File: src/rtl/hoene_smart_led_pkg.sv
// rtl/hoene_smart_led_pkg.sv - shared FSM state encoding and word-size default for the smart LED frame path
package hoene_smart_led_pkg;

    typedef enum logic [1:0] {
        ST_IDLE    = 2'd0,
        ST_CAPTURE = 2'd1,
        ST_FORWARD = 2'd2,
        ST_ERROR   = 2'd3
    } frame_state_t;

    localparam int WORD_BITS_DEFAULT = 32;

endpackage

File: src/rtl/tt_um_hoene_edge_detect.sv
// rtl/tt_um_hoene_edge_detect.sv - registered-history rising-edge detector
module tt_um_hoene_edge_detect (
    input  logic clk,
    input  logic rst_n,
    input  logic sig,
    output logic rise
);

    logic prev;
    logic primed;

    // Track last level; primed masks the first cycle after reset so a level already high is not an edge
    always_ff @(posedge clk or negedge rst_n) begin
        if (!rst_n) begin
            prev   <= 1'b0;
            primed <= 1'b0;
        end else begin
            prev   <= sig;
            primed <= 1'b1;
        end
    end

    assign rise = primed & sig & ~prev;

endmodule

File: src/rtl/tt_um_hoene_frame_controller.sv
// rtl/tt_um_hoene_frame_controller.sv - per-LED frame FSM: capture first word, forward the rest; optional HOENE_FRAME_CTRL_TIMEOUT_EN
module tt_um_hoene_frame_controller
    import hoene_smart_led_pkg::*;
#(
    parameter int WORD_BITS      = WORD_BITS_DEFAULT,
    parameter int TIMEOUT_CYCLES = 255
) (
    input  logic                         clk,
    input  logic                         rst_n,
    input  logic                         in_data,
    input  logic                         in_clk,
    input  logic                         in_frame,
    input  logic                         in_error,
    output logic                         cap_shift,
    output logic                         cap_data,
    output logic                         fwd_enable,
    output logic                         fwd_data,
    output logic                         fwd_clk,
    output logic                         pwm_store,
    output logic                         error,
    output logic [1:0]                   state,
    output logic [$clog2(WORD_BITS)-1:0] bit_count
);

    localparam int BC_W = $clog2(WORD_BITS);
    localparam logic [BC_W-1:0] LAST_BIT = BC_W'(WORD_BITS - 1);

    frame_state_t    state_q, state_d;
    logic [BC_W-1:0] bit_count_q, bit_count_d;
    logic            cap_shift_d, cap_data_d, fwd_clk_d, fwd_data_d, pwm_store_d;
    logic            clk_rise, frame_rise, frame_fall;
    logic            timeout;

    tt_um_hoene_edge_detect u_clk_edge (
        .clk  (clk),
        .rst_n(rst_n),
        .sig  (in_clk),
        .rise (clk_rise)
    );

    tt_um_hoene_edge_detect u_frame_rise (
        .clk  (clk),
        .rst_n(rst_n),
        .sig  (in_frame),
        .rise (frame_rise)
    );

    // A frame fall is a rise of the inverted frame level
    tt_um_hoene_edge_detect u_frame_fall (
        .clk  (clk),
        .rst_n(rst_n),
        .sig  (~in_frame),
        .rise (frame_fall)
    );

`ifdef HOENE_FRAME_CTRL_TIMEOUT_EN
    localparam int TMO_W = $clog2(TIMEOUT_CYCLES + 1);

    logic [TMO_W-1:0] tmo_cnt;
    logic             tmo_run;

    assign tmo_run = (state_q == ST_CAPTURE) || (state_q == ST_FORWARD);

    // Cycles since last bit edge (or CAPTURE entry), minus one; idle outside active states
    always_ff @(posedge clk or negedge rst_n) begin
        if (!rst_n) begin
            tmo_cnt <= '0;
        end else if (clk_rise || !tmo_run) begin
            tmo_cnt <= '0;
        end else begin
            tmo_cnt <= tmo_cnt + 1'b1;
        end
    end

    // Trip one count early so ERROR shows exactly TIMEOUT_CYCLES cycles after the edge
    assign timeout = tmo_run && !clk_rise && (tmo_cnt == TMO_W'(TIMEOUT_CYCLES - 2));
`else
    assign timeout = 1'b0;
`endif

    // State register plus registered strobes
    always_ff @(posedge clk or negedge rst_n) begin
        if (!rst_n) begin
            state_q     <= ST_IDLE;
            bit_count_q <= '0;
            cap_shift   <= 1'b0;
            cap_data    <= 1'b0;
            fwd_clk     <= 1'b0;
            fwd_data    <= 1'b0;
            pwm_store   <= 1'b0;
        end else begin
            state_q     <= state_d;
            bit_count_q <= bit_count_d;
            cap_shift   <= cap_shift_d;
            cap_data    <= cap_data_d;
            fwd_clk     <= fwd_clk_d;
            fwd_data    <= fwd_data_d;
            pwm_store   <= pwm_store_d;
        end
    end

    // Next state: decoder error beats everything, a bit edge is handled before a coincident frame fall
    always_comb begin
        state_d     = state_q;
        bit_count_d = bit_count_q;
        case (state_q)
            ST_IDLE: begin
                if (frame_rise) begin
                    state_d     = ST_CAPTURE;
                    bit_count_d = '0;
                end
            end
            ST_CAPTURE: begin
                if (in_error) begin
                    state_d = ST_ERROR;
                end else if (clk_rise) begin
                    if (bit_count_q == LAST_BIT) begin
                        bit_count_d = '0;
                        state_d     = frame_fall ? ST_IDLE : ST_FORWARD;
                    end else begin
                        bit_count_d = bit_count_q + 1'b1;
                        if (frame_fall) begin
                            state_d = ST_ERROR;
                        end
                    end
                end else if (frame_fall || timeout) begin
                    state_d = ST_ERROR;
                end
            end
            ST_FORWARD: begin
                if (in_error) begin
                    state_d = ST_ERROR;
                end else if (frame_fall) begin
                    state_d = ST_IDLE;
                end else if (timeout) begin
                    state_d = ST_ERROR;
                end
            end
            default: begin
                if (!in_frame) begin
                    state_d = ST_IDLE;
                end
            end
        endcase
    end

    // Strobe values for next cycle; nothing fires on a transition into ERROR
    always_comb begin
        cap_shift_d = 1'b0;
        cap_data_d  = 1'b0;
        fwd_clk_d   = 1'b0;
        fwd_data_d  = 1'b0;
        pwm_store_d = 1'b0;
        if (state_q == ST_CAPTURE && clk_rise && state_d != ST_ERROR) begin
            cap_shift_d = 1'b1;
            cap_data_d  = in_data;
        end
        if (state_q == ST_FORWARD && clk_rise && state_d != ST_ERROR) begin
            fwd_clk_d  = 1'b1;
            fwd_data_d = in_data;
        end
        if ((state_q == ST_CAPTURE || state_q == ST_FORWARD) && state_d == ST_IDLE) begin
            pwm_store_d = 1'b1;
        end
    end

    assign fwd_enable = (state_q == ST_FORWARD);
    assign error      = (state_q == ST_ERROR);
    assign state      = state_q;
    assign bit_count  = bit_count_q;

endmodule

File: config.mk
export PLATFORM = sky130hd
export DESIGN_NAME = tt_um_hoene_frame_controller
export DESIGN_NICKNAME = d
export VERILOG_FILES = /design/src/rtl/hoene_smart_led_pkg.sv /design/src/rtl/tt_um_hoene_edge_detect.sv /design/src/rtl/tt_um_hoene_frame_controller.sv
export SDC_FILE = /design/constraint.sdc
export NUM_CORES = 1
export LEC_CHECK = 0
export CAP_MARGIN = 20
export CORE_MARGIN = 1
export CORE_UTILIZATION = 43
export DETAILED_ROUTE_END_ITERATION = 6
export PLACE_DENSITY = 0.73
export SETUP_SLACK_MARGIN = 0.05
export SLEW_MARGIN = 25
export SYNTH_ARGS = -nofsm -noshare
export SYNTH_HDL_FRONTEND = slang
export SYNTH_SLANG_ARGS = --single-unit
File: constraint.sdc
create_clock -name clk -period 2.1 [get_ports clk]
set_input_delay 0.21 -clock clk [delete_from_list [all_inputs] [get_ports clk]]
set_output_delay 0.21 -clock clk [all_outputs]
set_load 0.02 [all_outputs]
==> metrics.md <==
| Metric | Value |
|---|---|
| GPL Wtd Cong | `0.827` |
| Placed inst area | `~1100 um^2` |
| Die W | `around 47 um` |
| Crit path cell chain | `ha_4 > and3_4 > ha_4 > and3b_2 > mux2i_4 > o31ai_4 > a31oi_4 > nor3b_2` |
| Setup ws final | `approximately 72 ps` |
| Number of buffers on the longest clock path | `2` |
| Slew HR | `0.549` |
| Post-route cell area | `1200 um^2` |
| Post-Layout Cell Count | `roughly 130` |
| Drt drc | `0` |
| Vias in the first global route | `682` |
| First drt pass iteration count | `4` |
| Synthesized instance count | `between 80 and 90` |
| CTS root buf | `clkbuf_4` |
| Inst Count DP | `around 130` |
| Startpoint types | `flip-flop` |
| Die area | `2180 um^2` |
| Starting Density | `0.477` |
| CP max stage cell | `dfrtp_2` |
| Minimum clock period | `roughly 2000 ps` |
| Yosys cell types | `27` |
| Slew Viols, Final | `0` |
| Ant. Diodes | `0` |
| Avg Vias per Cell | `5.46` |
| Dpl hpwl | `roughly 1300 um` |
| CTS Buf Count | `3` |
| Area Growth Syn to Fin | `39.9%` |
| Largest net degree at the start of global routing | `17` |
| Cell Area, Synth | `860 um^2` |
| Initial antenna violation count | `0` |
| CTS tree | `done` |
| Fmax | `around 490 MHz` |
| Reg2Reg Setup Slack | `roughly 70 ps` |
| GRT Resource Usage Total | `0.191` |
| Multi-input logic area | `about 500 um^2` |
| Clock Sinks | `16` |
| Max capacitance violation total | `0` |
| Most frequent cells in the layout | `clkdlybuf4s50_1 (18), dfrtp_1 (14), nand2_1 (10)` |
| Period utilisation layout | `0.966` |
| Run status | `completed` |
| Synth area leaders | `dfrtp_1 (47%), ha_1 (8.7%), o21ai_0 (5.2%)` |
| CP Max Fanout | `4` |
| Cell seen most often among critical-path stages | `ha_4` |
| Worst-margin pin slew | `a little under 700 ps` |
| M3 GR Usage | `0.0824` |
| Most common cell after layout, fill and taps aside | `clkdlybuf4s50_1` |
| Synth area leader | `dfrtp_1` |
| Critical path required time | `approximately 2300 ps` |
| Routed wire length | `around 1900 um` |
| Core area | `roughly 1800 um^2` |
| FF-to-FF End | `fwd_clk` |
| IO buf count | `19` |
| Peak supply drop | `between 700 and 800 uV` |
| Global route hottest layer | `met2` |
| Reg2reg start | `bit_count[1]` |
| Hold WS | `roughly 330 ps` |
| Met1 GRT Util | `0.229` |
| Lkg Pwr | `0.508 nW` |
| Yosys warnings | `0` |
| Drt wl/cell | `approximately 14 um` |
| Reg2Reg Depth | `8` |
| RSZ-0062 raised after global routing | `true` |
| Avg Cell Area, Syn | `roughly 10 um^2` |
| Clock Latency Late Sink | `290 ps` |
| Final setup violating endpoints | `0` |
| Final hold vios | `0` |
| Post-placement worst setup slack | `~44 ps` |
| Die height | `46.7 um` |
| Crit path largest cell delay | `between 400 and 500 ps` |
| Seq. cell area | `403 um^2` |
| Layout cell share with drive strength beyond 1 | `0.220` |
| Routed Antenna Nets | `0` |
| Core Util, Final | `0.667` |
| Worst path arrival time | `approximately 2200 ps` |
| Layout net count | `between 100 and 150` |
| Met2 usage | `0.300` |
| Yosys reg bits | `16` |
| Power density over cell area | `approximately 1200 nW/um^2` |
| First-pass GRT wire length | `about 2900 um` |
| Post-synth top area share | `0.466` |
| Rows | `15` |
| # IOs | `20` |
| Worst setup EP type | `flip-flop` |
| Clock skew | `around 1.8 ps` |
| Hold-fix buffers, CTS | `0` |
| Total congestion overflow | `0` |
| CTS clk-pin slew, worst paths | `roughly 80 ps` |
| Via Count | `732` |
| Filler instances | `around 150` |
| HP Class | `in2async` |
| H-tree depth | `1` |
| Kind of critical path | `reg2reg` |
| Synth Net Count | `96` |
| Register area share after synthesis | `0.466` |
| DRT iter0 DRCs | `18` |
timing repair:
item / CTS / global route
resized for setup: 6 / 11
setup endpoints to repair: 4 / 7
cloned: 0 / 0
setup buffers: 2 / 1
pin swaps: 5 / 5
state kept, by name, summed over array words and instances (netlist names):
register,count
bit_count,5
state,2
cap_data,1
cap_shift,1
fwd_clk,1
fwd_data,1
pwm_store,1
u_clk_edge.prev,1
u_frame_fall.prev,1
u_frame_fall.primed,1
u_frame_rise.prev,1
worst max path at each step:
| stage | to | slack [ps] | from | cells past startpoint |
|---|---|---|---|---|
| 4_1_cts | pwm_store | 40 | bit_count[0] | 8 |
| 6_report | fwd_clk | 70 | bit_count[1] | 8 |
| 5_1_grt | fwd_clk | -20 | bit_count[1] | 8 |
| 3_3_place_gp | fwd_data | 80 | bit_count[0] | 7 |
| 3_5_place_dp | fwd_data | 40 | bit_count[0] | 7 |
| 2_1_floorplan | cap_data | 80 | bit_count[0] | 7 |
per-stage QoR:
stage	total power, mW	TNS [ps]
floorplan	0.911	0
global placement	1.12	0
detailed placement	1.13	0
CTS	1.37	0
global route	1.50	-23.3
finish	1.41	0
critical path, delay by kind of cell, from the launching register on:
family | cells | cell delay [ps]
DFF | 1 | 430
muxes | 1 | 190
AOI/OAI and AO/OA | 2 | 400
adders and majority gates | 2 | 320
and+or+nand+nor | 3 | 600
Yosys cell counts, drive strengths merged:
cell type and count:
mux2i 1, nor2 2, o211a 1, nor3 4, or2 1, conb 1, dfrtp 16, nand2 10
and3 2, o211ai 3, nand3b 2, a2111o 1, a22o 1, nor3b 4, inv 7, o22ai 1
o21ai 9, o311ai 1, and3b 1, o31ai 1, ha 6, buf 1, nand4bb 1, nand2b 1
nand3 5, a31oi 1
metal layers:
layer | wire length, um | vias to the layer above | share of wire
li1 | - | 349 | -
met3 | 132 | 3 | 0.071
met2 | 938 | 28 | 0.51
met1 | 766 | 352 | 0.41
met5 | 0 | - | 0
met4 | 12 | 0 | 0.0065
power by group:
part	switching [mW]	internal (mW)	total (mW)
combinational	0.487	0.341	0.829
sequential	0.0534	0.361	0.415
clock	0.0888	0.0740	0.163
total	0.629	0.777	1.41
cells by family after synthesis:
| logic type | Yosys count | share of synthesized area |
|---|---|---|
| buffers and inverters | 8 | 0.0437 |
| and+or+nand+nor | 33 | 0.217 |
| adders and majority gates | 6 | 0.0873 |
| AOI/OAI and AO/OA | 19 | 0.170 |
| muxes | 1 | 0.0116 |
| DFF | 16 | 0.466 |
| other | 1 | 0.00436 |
final cells by class:
type | count | area share
repair buffers | 22 | 0.179
flip-flops and latches | 16 | 0.335
well taps | 25 | 0.0260
clock buffers | 4 | 0.0219
inverters | 7 | 0.0219
multi-input cells | 60 | 0.416
Power figures use the tool's default switching activity.
